**src/rtl/vga_sprite_engine.sv**
```systemverilog
// vga_sprite_engine: programmable-timing VGA sync generator that blits one
// IMG_W x IMG_H RGB332 sprite from an external ROM at a per-frame position,
// with colour-key transparency and a configurable background.
// Optional macro VGA_SPRITE_SCALE2X_EN: display the sprite at 2x in both axes.
// Pipeline: stage 0 = counters, stage 1 = ROM address and flags, stage 2 = pins.
// The rom_addr register acts as the ROM's address register, so rom_data is
// valid during the cycle after the address was computed.
module vga_sprite_engine #(
    parameter int unsigned H_VIS     = 800,
    parameter int unsigned H_FP      = 40,
    parameter int unsigned H_SYNC    = 128,
    parameter int unsigned H_BP      = 88,
    parameter int unsigned V_VIS     = 600,
    parameter int unsigned V_FP      = 1,
    parameter int unsigned V_SYNC    = 4,
    parameter int unsigned V_BP      = 23,
    parameter int unsigned SYNC_POL  = 0,
    parameter int unsigned IMG_W     = 168,
    parameter int unsigned IMG_H     = 192,
    parameter int unsigned AW        = 16,
    parameter logic [7:0]  KEY_COLOR = 8'hE3
) (
    input  logic          clk,
    input  logic          reset_n,
    input  logic [10:0]   sprite_x,
    input  logic [9:0]    sprite_y,
    input  logic [7:0]    bg_color,
    output logic [AW-1:0] rom_addr,
    input  logic [7:0]    rom_data,
    output logic [2:0]    red,
    output logic [2:0]    green,
    output logic [1:0]    blue,
    output logic          hsync,
    output logic          vsync,
    output logic          frame_start
);

    localparam int unsigned H_TOT = H_VIS + H_FP + H_SYNC + H_BP;
    localparam int unsigned V_TOT = V_VIS + V_FP + V_SYNC + V_BP;
    localparam int unsigned HW    = $clog2(H_TOT);
    localparam int unsigned VW    = $clog2(V_TOT);
    // Compare widths: one bit wider than the position ports so x+W never wraps
    localparam int unsigned XW    = 12;
    localparam int unsigned YW    = 11;
`ifdef VGA_SPRITE_SCALE2X_EN
    localparam int unsigned SCALE = 2;
`else
    localparam int unsigned SCALE = 1;
`endif
    localparam int unsigned WIN_W = IMG_W * SCALE;
    localparam int unsigned WIN_H = IMG_H * SCALE;
    localparam logic        SYNC_ACT = 1'(SYNC_POL);

    logic [HW-1:0] hcount;
    logic [VW-1:0] vcount;
    logic [10:0]   xl;
    logic [9:0]    yl;
    logic [AW-1:0] row_base;

    logic          h_last, v_last;
    logic [XW-1:0] h_ext, x_lo, x_hi, col_off;
    logic [YW-1:0] v_ext, y_lo, y_hi;
    logic          visible, col_in, row_in, in_win, row_adv;
    logic          hs_c, vs_c, fs_c;
    logic [AW-1:0] col, addr_c;

    logic          hs1, vs1, vis1, win1, fs1;
    logic [7:0]    pix_c;

    // Stage 0 decode: window, sync and address from the current counters
    always_comb begin
        h_last  = (hcount == HW'(H_TOT - 1));
        v_last  = (vcount == VW'(V_TOT - 1));
        h_ext   = XW'(hcount);
        v_ext   = YW'(vcount);
        x_lo    = XW'(xl);
        x_hi    = x_lo + XW'(WIN_W);
        y_lo    = YW'(yl);
        y_hi    = y_lo + YW'(WIN_H);
        visible = (h_ext < XW'(H_VIS)) && (v_ext < YW'(V_VIS));
        col_in  = (h_ext >= x_lo) && (h_ext < x_hi);
        row_in  = (v_ext >= y_lo) && (v_ext < y_hi);
        in_win  = visible && col_in && row_in;
        col_off = h_ext - x_lo;
`ifdef VGA_SPRITE_SCALE2X_EN
        col     = AW'(col_off >> 1);
        // Advance only after the second copy of each sprite line
        row_adv = row_in && (v_ext[0] ^ y_lo[0]);
`else
        col     = AW'(col_off);
        row_adv = row_in;
`endif
        addr_c  = row_base + col;
        hs_c    = ((h_ext >= XW'(H_VIS + H_FP)) && (h_ext < XW'(H_VIS + H_FP + H_SYNC)))
                  ? SYNC_ACT : ~SYNC_ACT;
        vs_c    = ((v_ext >= YW'(V_VIS + V_FP)) && (v_ext < YW'(V_VIS + V_FP + V_SYNC)))
                  ? SYNC_ACT : ~SYNC_ACT;
        fs_c    = (hcount == '0) && (vcount == '0);
    end

    // Raster counters: hcount wraps per line, vcount steps on each line wrap
    always_ff @(posedge clk or negedge reset_n) begin
        if (!reset_n) begin
            hcount <= '0;
            vcount <= '0;
        end else if (h_last) begin
            hcount <= '0;
            vcount <= v_last ? '0 : vcount + VW'(1);
        end else begin
            hcount <= hcount + HW'(1);
        end
    end

    // Sprite position is latched only at the frame boundary to avoid tearing
    always_ff @(posedge clk or negedge reset_n) begin
        if (!reset_n) begin
            xl <= '0;
            yl <= '0;
        end else if (h_last && v_last) begin
            xl <= sprite_x;
            yl <= sprite_y;
        end
    end

    // ROM row base: cleared at frame start, steps one sprite row per line
    always_ff @(posedge clk or negedge reset_n) begin
        if (!reset_n) begin
            row_base <= '0;
        end else if (h_last && v_last) begin
            row_base <= '0;
        end else if (h_last && row_adv) begin
            row_base <= row_base + AW'(IMG_W);
        end
    end

    // Stage 1: registered ROM address plus matching sync/flag pipe
    always_ff @(posedge clk or negedge reset_n) begin
        if (!reset_n) begin
            rom_addr <= '0;
            hs1      <= ~SYNC_ACT;
            vs1      <= ~SYNC_ACT;
            vis1     <= 1'b0;
            win1     <= 1'b0;
            fs1      <= 1'b0;
        end else begin
            rom_addr <= addr_c;
            hs1      <= hs_c;
            vs1      <= vs_c;
            vis1     <= visible;
            win1     <= in_win;
            fs1      <= fs_c;
        end
    end

    // Pixel select: sprite unless keyed out, else background, black in blanking
    always_comb begin
        pix_c = 8'h00;
        if (vis1) begin
            if (win1 && (rom_data != KEY_COLOR)) begin
                pix_c = rom_data;
            end else begin
                pix_c = bg_color;
            end
        end
    end

    // Stage 2: output pins
    always_ff @(posedge clk or negedge reset_n) begin
        if (!reset_n) begin
            red         <= '0;
            green       <= '0;
            blue        <= '0;
            hsync       <= ~SYNC_ACT;
            vsync       <= ~SYNC_ACT;
            frame_start <= 1'b0;
        end else begin
            red         <= pix_c[7:5];
            green       <= pix_c[4:2];
            blue        <= pix_c[1:0];
            hsync       <= hs1;
            vsync       <= vs1;
            frame_start <= fs1;
        end
    end

endmodule
```
**config.mk**
```make
export PLATFORM = sky130hd
export DESIGN_NAME = vga_sprite_engine
export DESIGN_NICKNAME = d
export VERILOG_FILES = /design/src/rtl/vga_sprite_engine.sv
export SDC_FILE = /design/constraint.sdc
export NUM_CORES = 1
export LEC_CHECK = 0
export CAP_MARGIN = 15
export CORE_ASPECT_RATIO = 0.6
export CORE_UTILIZATION = 50
export CTS_BUF_LIST = sky130_fd_sc_hd__clkbuf_8
export CTS_CLUSTER_DIAMETER = 200
export CTS_CLUSTER_SIZE = 20
export DETAILED_ROUTE_END_ITERATION = 16
export PLACE_DENSITY = 0.73
export SLEW_MARGIN = 0
export SYNTH_ARGS = -nofsm -noshare
export SYNTH_HDL_FRONTEND = slang
export SYNTH_SLANG_ARGS = --single-unit
```
**constraint.sdc**
```tcl
create_clock -name clk -period 8.4 [get_ports clk]
set_input_delay 1.68 -clock clk [delete_from_list [all_inputs] [get_ports clk]]
set_output_delay 1.68 -clock clk [all_outputs]
set_load 0.02 [all_outputs]
```
# After elaboration in Yosys (flattened, before gate mapping)
# Cells that the tools add are included.
dict set report classes {
  n_addsub 7
  order_cmp 10
  n_eq_ne 3
  mux 8
  n_reduce_logical 14
}
# cell count
set ops {}
lappend ops {{two-way mux 16 bit} 2}
lappend ops {{< comparator 11 x 10 -> 1 bit (second input constant)} 2}
lappend ops {{< comparator 10 bit (second input constant)} 2}
lappend ops {{adder 16 x 12 -> 16 bit} 1}
lappend ops {{adder 16 x 8 -> 16 bit (second input constant)} 1}
lappend ops {{two-way mux 8 bit} 2}
lappend ops {{adder 11 x 8 -> 12 bit (second input constant)} 1}
lappend ops {{< comparator 11 x 12 -> 1 bit} 1}
lappend ops {{subtractor 11 x 11 -> 12 bit} 1}
lappend ops {{adder 10 x 8 -> 11 bit (second input constant)} 1}
lappend ops {{adder 11 x 1 -> 11 bit (second input constant)} 1}
lappend ops {{equality test 11 bit (second input constant)} 1}
lappend ops {{greater-or-equal comparator 11 x 10 -> 1 bit (second input constant)} 1}
lappend ops {{greater-or-equal comparator 11 bit} 1}
lappend ops {{logical AND 1 bit} 11}
lappend ops {{logical NOT 11 bit} 1}
lappend ops {{< comparator 10 x 11 -> 1 bit} 1}
lappend ops {{two-way mux 11 bit} 1}
lappend ops {{adder 10 x 1 -> 10 bit (second input constant)} 1}
lappend ops {{equality test 10 bit (second input constant)} 1}
lappend ops {{greater-or-equal comparator 10 bit} 1}
lappend ops {{greater-or-equal comparator 10 bit (second input constant)} 1}
lappend ops {{logical NOT 10 bit} 1}
lappend ops {{two-way mux 10 bit} 1}
lappend ops {{other kinds (3)} 4}
dict set report totals {
  register_bits 90
  inputBits 39
  out_inout_bits 27
}

# Longest topological paths before layout
# Gate-level depths: netlist of run 1.
dict set report logic_depth {
  word_depth 6
  ltp_mapped 16
}

# Least setup slack after synthesis of run 1
# Ideal clock, no wire load.
dict set report synth_path {
  path_type {register to register}
  from {register hcount[0]}
  to {register rom_addr[14]}
  arrival_time_ns 3.146
  required_time_ns 8.275
  slack_ns 5.129
  path_stages_with_launch 16
  path_buffers 0
  synth_period_minus_slack_ns 3.271
  cell_sequence {dfrtp_1 inv_1 ha_1 inv_1 fa_1 a211oi_1 nor2_1 o21ai_0 o21bai_1 a21oi_1 xnor2_1 ha_1 and4_1 a221oi_1 nor2_1 xor2_1}
}
dict set report synth_via {
  elab_chain_len 2
}
# item line_no
set synth_rtl {}
lappend synth_rtl {{start, declared} 54} ;# logic [HW-1:0] hcount;
lappend synth_rtl {{start signal, assigned} 110} ;# hcount <= hcount + HW'(1);
lappend synth_rtl {{subtractor 11 x 11 -> 12 bit} 84} ;# col_off = h_ext - x_lo;
lappend synth_rtl {{adder 16 x 12 -> 16 bit} 93} ;# addr_c = row_base + col;
lappend synth_rtl {{net addr_c[14]} 65} ;# logic [AW-1:0] col, addr_c;
lappend synth_rtl {{end signal, assigned} 146} ;# rom_addr <= addr_c;
lappend synth_rtl {{end, declared} 28} ;# output logic [AW-1:0] rom_addr,
# The timed path passes the listed nets, and every way through them passes these cells.
# A chain may end at the register's enable or synchronous reset.

# Worst setup path after layout of run 1
# Same ends and word-level chain as after synthesis.

==> metrics, run 1 <==
RSZ-0062 raised after global routing=false; hold crit path type=flip-flop to flip-flop; CP endpoint=rom_addr[14]; clock share of power=42.4%; crit path max fanout=4; Flop pwr share=52.7%; cts repair resizes=0; root buffer cell=sky130_fd_sc_hd__clkbuf_8; switching power share of the total=22.4%; count of cells along the worst hold path=0; ys async rst share=100%; Slowest-stage cell, CP=sky130_fd_sc_hd__o21ai_0; starting utilization of the core area=52.7%; Core Footprint=10,100 um^2; fraction of layout instances using a drive strength above 1=5.31%; transition time of the tightest slew-check pin=1.06 ns; final hold vios=0; sequence of cells on the critical path=inv_1, ha_1, inv_1, fa_1, a211oi_1, nor2_1, o21ai_0, o21bai_1, a21oi_1, xnor2_1, ha_1, and4_1, a221oi_1, nor2_1, xor2_1; longest individual stage delay on the worst path=0.46 ns; Fin Setup TNS=0 ns; crit path time final=3.84 ns; violation count after the first detailed-route iteration=257; count of input and output buffers=65; power density normalized to cell area=126 nW/um^2; Non-Filler Instances=756; overall die width=135 um; Cell Rows=28; library cells used by synthesis=62; Final period util=45.7%; Syn Nets=645; static power due to leakage=2.98 nW; Worst-path clk slew=0.09 ns; detailed placement HPWL=9.77 mm; number of enable flip-flop cells after synthesis=0; die area=11,100 um^2; via count normalized by instance count=5.67; Synth Warn #=0; post-synth top area cell=sky130_fd_sc_hd__dfrtp_1; PnR Total Power=0.799 mW; insertion delay of the later-clocked pin in the worst-skew pair=0.37 ns; beginning of the worst register-to-register path=hcount[0]; Final Setup Violations=0; total instance count after detailed placement=739; total clock buffers created by CTS=9; fraction of the mapped netlist area in adder cells=12.9%; largest cells by area after synthesis=sky130_fd_sc_hd__dfrtp_1 (39%), sky130_fd_sc_hd__ha_1 (12%), sky130_fd_sc_hd__xnor2_1 (5.1%), sky130_fd_sc_hd__nand2_1 (4.3%), sky130_fd_sc_hd__o21ai_0 (3.3%); depth of the critical timing path with buffers and inverters included=15; category of the critical setup timing path=flip-flop to flip-flop; leading cell type in the layout, fill and taps excluded=sky130_fd_sc_hd__dfrtp_1; average wire per standard cell=17.0 um; endpoint arrival time on the critical path=4.09 ns; area added between synthesis and finish=19.2%; Fin Clk Skew=0.00793 ns; count of pins over their slew limit=0; via count=4,283; sequential area share after synthesis=41.0%; Top Ports=66; nets@finish=709; CTS Buffer Depth=2; synthesized cell area=5320 um^2; iteration count of the initial detailed-routing pass=5; mux contribution to synthesized area=2.45%; worst setup path startpoint=hcount[0]; crit start category=flip-flop; critical path required time=8.66 ns; final standard cell area without fillers=6330 um^2; commonest cells after routing, fill and taps aside=sky130_fd_sc_hd__dfrtp_1 (83), sky130_fd_sc_hd__clkdlybuf4s50_1 (64), sky130_fd_sc_hd__nand2_1 (61), sky130_fd_sc_hd__ha_1 (53), sky130_fd_sc_hd__nor2_1 (36); worst-case headroom to the max-slew limit=29.3%; residual overflow from global routing=0; total of flip-flops plus latches after synthesis=87; Setup crit end kind=flip-flop; DRC errors left=0; Gate Count Post-Synth=552; combinational family with the most area after synthesis=simple AND/OR/NAND/NOR gates; final wirelength=12.8 mm; cell-internal power=0.620 mW; simple-gate portion of the synthesized area=18.9%; remaining number of nets flagged by the antenna check after routing=0; GP Congestion=0.972; die height=81.9 um; hold bufs inserted after CTS=0; status=finished, final reports clean; Top Family by Delay on Critical Path=compound AO/OA/AOI/OAI gates; gr usage total=25.0%; number of antenna violations at the first check in global routing=0; CP Buf/Inv Count=2; portion of total power attributed to combinational logic=4.9%; first-pass GRT wire length=21.1 mm; diode insertion count for antenna repair=0; post-placement cell area=6080 um^2; post-synth top area share=39.1%; worst-case register-to-register setup slack=4.56 ns; Syn Area/Cell=9.63 um^2; highest achievable clock rate=0.261 GHz; cells on worst reg2reg path=15; Max VDD drop=93.4 uV; maximum number of pins on one net before global-route repair=88; vias in the first global route=4,188; xor/xnor share of the synthesized area=6.92%; net switching power of the design=0.179 mW; predominant post-synthesis flop cell=sky130_fd_sc_hd__dfrtp_1; Max H-tree Level=3; clock tree from TritonCTS=built; compound-cell area share of the yosys netlist=14.2%; maxcap violations=0; capture point of the worst reg-to-reg path=rom_addr[14]; Clock Sinks=87; post-CTS setup repair buffer count=0
[synthesized netlist by cell type (11+ instances only)]
cell	number
sky130_fd_sc_hd__a21o_1	14
sky130_fd_sc_hd__a21oi_1	23
sky130_fd_sc_hd__dfrtp_1	83
sky130_fd_sc_hd__ha_1	53
sky130_fd_sc_hd__inv_1	34
sky130_fd_sc_hd__mux2i_1	13
sky130_fd_sc_hd__nand2_1	61
sky130_fd_sc_hd__nand3_1	17
sky130_fd_sc_hd__nor2_1	37
sky130_fd_sc_hd__nor3_1	14
sky130_fd_sc_hd__o21ai_0	35
sky130_fd_sc_hd__xnor2_1	31
sky130_fd_sc_hd__xor2_1	11
[per-stage QoR]
| stage | hold slack [ns] | worst slack, ns | utilization [%] |
|---|---|---|---|
| finish | 0.359 | 4.56 | 62.8 |
| global route | 0.369 | 4.45 | 62.8 |
| CTS | 0.360 | 4.65 | 62.5 |
| detailed placement | 0.347 | 4.67 | 60.2 |
| global placement | 0.345 | 4.79 | 60.2 |
| floorplan | 0.331 | 5.13 | - |
[worst min path at each step]
stage,startpoint,end
3_5_place_dp,vs1,vsync
5_1_grt,vs1,vsync
6_report,vs1,vsync
4_1_cts,vs1,vsync
3_3_place_gp,fs1,frame_start
2_1_floorplan,fs1,frame_start
[metal layers]
layer | share of wire, % | vias up | global-route usage (%)
met5 | 0 | - | 0
met4 | 0.74 | 0 | 5.17
li1 | - | 2095 | -
met3 | 5.6 | 10 | 5.56
met2 | 42 | 109 | 38.3
met1 | 51 | 2069 | 36.1
[logic make-up (layout without fill, tap and decap cells)]
family                     count (synthesis)  in the layout
other                                      1              1
xor gates and xnor gates                  42             42
AOI/OAI and AO/OA                        113            113
DFF                                       87             87
buffers and inverters                     47            116
muxes                                     13             13
adders and majority gates                 54             54
and+or+nand+nor                          195            195
[worst register-to-register path: cells and delay by family (launching register included)]
family                     cells  cell delay (ns)
AOI/OAI and AO/OA              5             1.43
xor gates and xnor gates       2             0.38
adders and majority gates      3             0.93
buffers and inverters          2             0.17
DFF                            1             0.42
and+or+nand+nor                3             0.40
[final cells by class]
class	count	area, um^2
repair buffers	66	676
flip-flops and latches	87	2180
fillers	847	3750
well taps	135	169
clock inverters	6	92.6
clock buffers	10	138
inverters	34	128
multi-input cells	418	2950
[power groups by stage]
| stage | Sequential, mW | Clock (mW) | Combinational (mW) |
|---|---|---|---|
| CTS | 0.421 | 0.344 | 0.0380 |
| finish | 0.421 | 0.339 | 0.0388 |
| floorplan | 0.433 | 0 | 0.00288 |
| global placement | 0.429 | 0 | 0.0371 |
| global route | 0.422 | 0.362 | 0.0427 |
| detailed placement | 0.430 | 0 | 0.0379 |
[sequential cells by signal, summed over array words and instances (netlist names), 2 cells and up]
register and flops:
green 3, row_base 13, xl 11, hcount 11
blue 2, red 3, yl 10, vcount 10
rom_addr 16
Note: power is estimated with default switching activity, not from simulation.
==> run 2: changes to the inputs <==
==> constraint.sdc (replaced) <==
create_clock -name clk -period 3.9 [get_ports clk]
set_input_delay 0.78 -clock clk [delete_from_list [all_inputs] [get_ports clk]]
set_output_delay 0.78 -clock clk [all_outputs]
set_load 0.02 [all_outputs]
==> run 2 against run 1 <==
Cell count is 0.40% higher; worst setup slack worse by 4.3 ns; critical path depth is 3 lower; sequential power is 120% higher; critical path type unchanged; critical endpoint unchanged; largest cell class unchanged.
==> metrics, run 2 (synthesis gave the netlist of run 1 again) <==
status=finished, final reports clean; die height=81.9 um; remaining number of nets flagged by the antenna check after routing=0; capture point of the worst reg-to-reg path=rom_addr[14]; crit start category=flip-flop; hold crit path type=input port to async pin; DRC errors left=0; Final period util=94.1%; via count normalized by instance count=5.68; Cell Rows=28; die area=11,100 um^2; Fin Clk Skew=0.00929 ns; average wire per standard cell=17.2 um; worst setup path startpoint=hcount[1]; total clock buffers created by CTS=9; vias in the first global route=4,122; residual overflow from global routing=0; violation count after the first detailed-route iteration=326; nets@finish=713; Slowest-stage cell, CP=sky130_fd_sc_hd__dfrtp_1; highest achievable clock rate=0.273 GHz; transition time of the tightest slew-check pin=0.958 ns; GP Congestion=0.852; final core area utilization=62.6%; RSZ-0062 raised after global routing=false; category of the critical setup timing path=flip-flop to flip-flop; endpoint arrival time on the critical path=3.93 ns; Max VDD drop=166 uV; maximum number of pins on one net before global-route repair=36; PnR Total Power=1.67 mW; Non-Filler Instances=759; count of pins over their slew limit=0; final wirelength=13.0 mm; count of input and output buffers=65; power density normalized to cell area=264 nW/um^2; beginning of the worst register-to-register path=hcount[1]; worst-case register-to-register setup slack=0.23 ns; root buffer cell=sky130_fd_sc_hd__clkbuf_8; Clock Sinks=87; CP dominant cell by count=sky130_fd_sc_hd__ha_1; Worst-path clk slew=0.09 ns; clock tree from TritonCTS=built; diode insertion count for antenna repair=0; CTS Buffer Depth=2; critical path required time=4.16 ns; worst-case headroom to the max-slew limit=35.4%; detailed placement HPWL=9.93 mm; static power due to leakage=2.99 nW; Final Setup Violations=0; first-pass GRT wire length=21.6 mm; number of fillers in the final layout=856; leading cell type in the layout, fill and taps excluded=sky130_fd_sc_hd__dfrtp_1; total instance count after detailed placement=744; Core Footprint=10,100 um^2; Fin Setup TNS=0 ns; Top Ports=66; Max H-tree Level=3; longest individual stage delay on the worst path=0.46 ns; maxcap violations=0; crit path max fanout=5; cells on worst reg2reg path=12; starting utilization of the core area=52.7%; Setup crit end kind=flip-flop; sequence of cells on the critical path=ha_1, nor2b_1, o21ai_0, a21oi_1, o41a_1, a21o_1, a311oi_1, ha_1, and4_1, a221oi_1, nor2_1, xor2_1; leading registers by flop count=rom_addr (16), row_base (13); via count=4,314; commonest cells after routing, fill and taps aside=sky130_fd_sc_hd__dfrtp_1 (83), sky130_fd_sc_hd__clkdlybuf4s50_1 (64), sky130_fd_sc_hd__nand2_1 (61), sky130_fd_sc_hd__ha_1 (53), sky130_fd_sc_hd__nor2_1 (36); final hold vios=0; register ranked first by flip-flop count=rom_addr; fraction of layout instances using a drive strength above 1=5.61%; gr usage total=25.9%; number of antenna violations at the first check in global routing=0; flip-flop count of the largest register after layout=16; iteration count of the initial detailed-routing pass=5; overall die width=135 um; crit path time final=3.67 ns; area added between synthesis and finish=18.8%; insertion delay of the later-clocked pin in the worst-skew pair=0.37 ns
[run 2: cell count changes in the layout (fill, tap and decap cells not counted), sizes merged]
cell	change
buf	+4
clkinv	+2
clkinvlp	-2
clkbuf	-1
[run 2: metrics by stage]
| stage | hold slack [ns] | worst slack [ns] | area (um^2) |
|---|---|---|---|
| 2_1_floorplan | 0.331 | 0.629 | 5320 |
| 3_3_place_gp | 0.344 | 0.387 | 6110 |
| 3_5_place_dp | 0.348 | 0.178 | 6110 |
| 4_1_cts | 0.294 | 0.169 | 6320 |
| 5_1_grt | 0.298 | 0.0281 | 6320 |
| 6_report | 0.287 | 0.231 | 6320 |
[run 2: worst max path at each step]
| stage | endpoint | slack, ns |
|---|---|---|
| after floorplan | rom_addr[14] | 0.63 |
| after global placement | rom_addr[14] | 0.39 |
| after detailed placement | rom_addr[14] | 0.18 |
| after CTS | rom_addr[14] | 0.17 |
| after global routing | rom_addr[15] | 0.03 |
| final | rom_addr[14] | 0.23 |
[run 2: power breakdown]
| part | internal, mW | switching (mW) |
|---|---|---|
| clock | 0.352 | 0.326 |
| combinational | 0.0458 | 0.0369 |
| sequential | 0.906 | 0.00120 |
[run 2: routing by layer]
layer | vias up | GRT usage [%] | wire [um]
li1 | 2099 | - | -
met1 | 2075 | 39.6 | 6950
met2 | 117 | 36.6 | 5320
met3 | 23 | 4.94 | 571
met4 | 0 | 7.64 | 183
met5 | - | 0 | 0
[run 2: critical path: cells and delay by family (launching register included)]
kind	cells	cell delay, ns
AOI/OAI and AO/OA	6	1.84
xor gates and xnor gates	1	0.15
adders and majority gates	2	0.70
DFF	1	0.46
and+or+nand+nor	3	0.40
[run 2: repair_timing]
item                       in CTS  in global routing
gates resized for setup         0                  1
setup buffers                   0                  0
setup endpoints to repair       0                  1
hold buffers                    0                  0
[run 2: layout make-up]
type                            instances  area, um^2  area share [%]
Clock buffer                            9         124            1.96
Clock inverter                          6        78.8            1.25
Inverter                               34         128            2.02
Multi-Input combinational cell        418        2950            46.7
Sequential cell                        87        2180            34.5
Tap cell                              135         169            2.67
Timing Repair Buffer                   70         686            10.9
==> run 3: changes to the inputs <==
--- a/config.mk
+++ b/config.mk
@@ -7,6 +7,7 @@
 export LEC_CHECK = 0
 export CAP_MARGIN = 15
 export CORE_ASPECT_RATIO = 0.6
+export CORE_MARGIN = 2
 export CORE_UTILIZATION = 50
 export CTS_BUF_LIST = sky130_fd_sc_hd__clkbuf_8
 export CTS_CLUSTER_DIAMETER = 200
==> run 3 against run 2 <==
Hold slack improved by 0.071 ns; sequential power about the same; via count increased by 1.3%; critical path depth grew 4; clock-buffer cell count rose by 3; global-route usage down 1.4 points; maximum frequency rose by 0.52%; non-clock buffer count shrank 2; combinational power hardly changed; clock power rose by 9.7%; total power up 4.0%; sequential cell count unchanged; largest cell class unchanged; largest power group unchanged; highest routed layer unchanged.
==> metrics, run 3 (synthesis gave the netlist of run 1 again) <==
count of cells along the worst hold path=0; flip-flop count of the largest register after layout=16; final hold vios=0; die height=83.9 um; DRC errors left=0; Clock Sinks=87; commonest cells after routing, fill and taps aside=sky130_fd_sc_hd__dfrtp_1 (83), sky130_fd_sc_hd__clkdlybuf4s50_1 (64), sky130_fd_sc_hd__nand2_1 (61), sky130_fd_sc_hd__ha_1 (53), sky130_fd_sc_hd__nor2_1 (36); Routed met3 length=812 um; diode insertion count for antenna repair=0; starting utilization of the core area=50.9%; overall die width=137 um; vias in the first global route=4,263; beginning of the worst register-to-register path=hcount[0]; maxcap violations=0; Fin Setup TNS=0 ns; via count=4,371; count of input and output buffers=65; crit start category=flip-flop; average wire per standard cell=17.2 um; gr usage total=24.6%; transition time of the tightest slew-check pin=1.07 ns; Setup crit end kind=flip-flop; Non-Filler Instances=762; area added between synthesis and finish=19.5%; final standard cell area without fillers=6350 um^2; critical path required time=4.16 ns; Final Worst Setup Slack=0.250 ns; post-placement cell area=6100 um^2; Worst-path clk slew=0.09 ns; total clock buffers created by CTS=9; beginning of the worst hold path=vs1; power density normalized to cell area=273 nW/um^2; met2 wirelength from detailed routing=5.61 mm; final wirelength=13.1 mm; highest achievable clock rate=0.274 GHz; fraction of layout instances using a drive strength above 1=5.78%; CTS Buffer Depth=2; hold crit path type=flip-flop to flip-flop; category of the critical setup timing path=flip-flop to flip-flop; PnR Total Power=1.73 mW; first-pass GRT wire length=21.9 mm; worst-case register-to-register setup slack=0.25 ns; violation count after the first detailed-route iteration=356; detailed placement HPWL=9.99 mm; residual overflow from global routing=0; count of pins over their slew limit=0; leading registers by flop count=rom_addr (16), row_base (13); Max VDD drop=257 uV; crit path time final=3.65 ns; Cell Rows=29; register ranked first by flip-flop count=rom_addr; die area=11,500 um^2; Final Setup Violations=0; insertion delay of the later-clocked pin in the worst-skew pair=0.38 ns; capture point of the worst reg-to-reg path=rom_addr[13]; Final period util=93.6%; Core Footprint=10,500 um^2; capture endpoint of the worst hold path=vsync; top sig layer=met4; GP Congestion=0.932; via count normalized by instance count=5.74; static power due to leakage=2.99 nW; leading cell type in the layout, fill and taps excluded=sky130_fd_sc_hd__dfrtp_1; maximum number of pins on one net before global-route repair=57; iteration count of the initial detailed-routing pass=5; Top Ports=66; root buffer cell=sky130_fd_sc_hd__clkbuf_8; number of fillers in the final layout=872; remaining number of nets flagged by the antenna check after routing=0; clock tree from TritonCTS=built; Max H-tree Level=3; Fin Clk Skew=0.0113 ns; worst-case headroom to the max-slew limit=27.6%; nets@finish=711; endpoint arrival time on the critical path=3.91 ns; crit path max fanout=4; status=finished, final reports clean; total instance count after detailed placement=746; post-placement worst setup slack=0.104 ns; number of antenna violations at the first check in global routing=0; cells on worst reg2reg path=16; RSZ-0062 raised after global routing=false; met1 layer wirelength in the final routing=6.53 mm
==> run 3: changes by cell type in the layout (fill, tap and decap cells not counted), sizes merged <==
cell      delta
buf          -2
clkbuf       +3
clkinv       -2
clkinvlp     +1
inv          -1
==> run 3: how the worst max path moves through the flow <==
| stage | startpoint | endpoint | slack, ns | cells after the start |
|---|---|---|---|---|
| after floorplan | hcount[0] | rom_addr[14] | 0.63 | 15 |
| after global placement | hcount[0] | rom_addr[14] | 0.40 | 15 |
| final | hcount[0] | rom_addr[13] | 0.25 | 16 |
| after detailed placement | hcount[0] | rom_addr[14] | 0.10 | 15 |
| after global routing | hcount[0] | rom_addr[13] | 0.03 | 16 |
| after CTS | hcount[0] | rom_addr[14] | 0.08 | 15 |
==> run 3: layout make-up <==
| class | instances | area (um^2) | area share (%) |
|---|---|---|---|
| clock buffer | 12 | 165 | 2.60 |
| clock inverter | 4 | 76.3 | 1.20 |
| inverter | 34 | 128 | 2.01 |
| multi-input combinational | 418 | 2960 | 46.5 |
| sequential | 87 | 2180 | 34.4 |
| tap | 139 | 174 | 2.74 |
| timing repair buffer | 68 | 671 | 10.6 |
==> run 3: power by group <==
| part | switching (mW) | total [mW] | internal (mW) |
|---|---|---|---|
| clock network | 0.329 | 0.744 | 0.414 |
| registers | 0.00141 | 0.907 | 0.906 |
| logic | 0.0371 | 0.0829 | 0.0458 |
==> run 3: routing by layer <==
| layer | track usage (%) | vias up |
|---|---|---|
| met2 | 34.8 | 140 |
| met4 | 5.90 | 0 |
| li1 | - | 2094 |
| met1 | 37.4 | 2124 |
| met3 | 6.25 | 13 |
| met5 | 0 | - |
==> run 3: metrics by stage <==
stage	hold slack, ns	util [%]
after floorplan	0.331	-
after global placement	0.346	58.4
after detailed placement	0.337	58.4
after CTS	0.360	60.7
after global routing	0.362	60.8
final	0.359	60.8
==> run 3: timing repair <==
| action | in CTS | in global routing |
|---|---|---|
| gates resized for setup | 0 | 2 |
| setup endpoints to repair | 0 | 2 |
| setup buffers | 0 | 0 |
| hold buffers | 0 | 0 |
==> run 3: critical path, stage by stage, from the launching register on <==
cell,delay [ns]
sky130_fd_sc_hd__dfrtp_1,0.42
sky130_fd_sc_hd__inv_1,0.12
sky130_fd_sc_hd__ha_1,0.19
sky130_fd_sc_hd__inv_1,0.07
sky130_fd_sc_hd__fa_1,0.42
sky130_fd_sc_hd__a211oi_1,0.25
sky130_fd_sc_hd__nor2_1,0.12
sky130_fd_sc_hd__o21a_1,0.18
sky130_fd_sc_hd__nor2_1,0.12
sky130_fd_sc_hd__xnor2_1,0.10
sky130_fd_sc_hd__ha_1,0.37
sky130_fd_sc_hd__nand2_1,0.06
sky130_fd_sc_hd__o21ai_0,0.33
sky130_fd_sc_hd__o2111ai_1,0.23
sky130_fd_sc_hd__a21boi_0,0.28
sky130_fd_sc_hd__o21ai_0,0.14
sky130_fd_sc_hd__xnor2_1,0.14
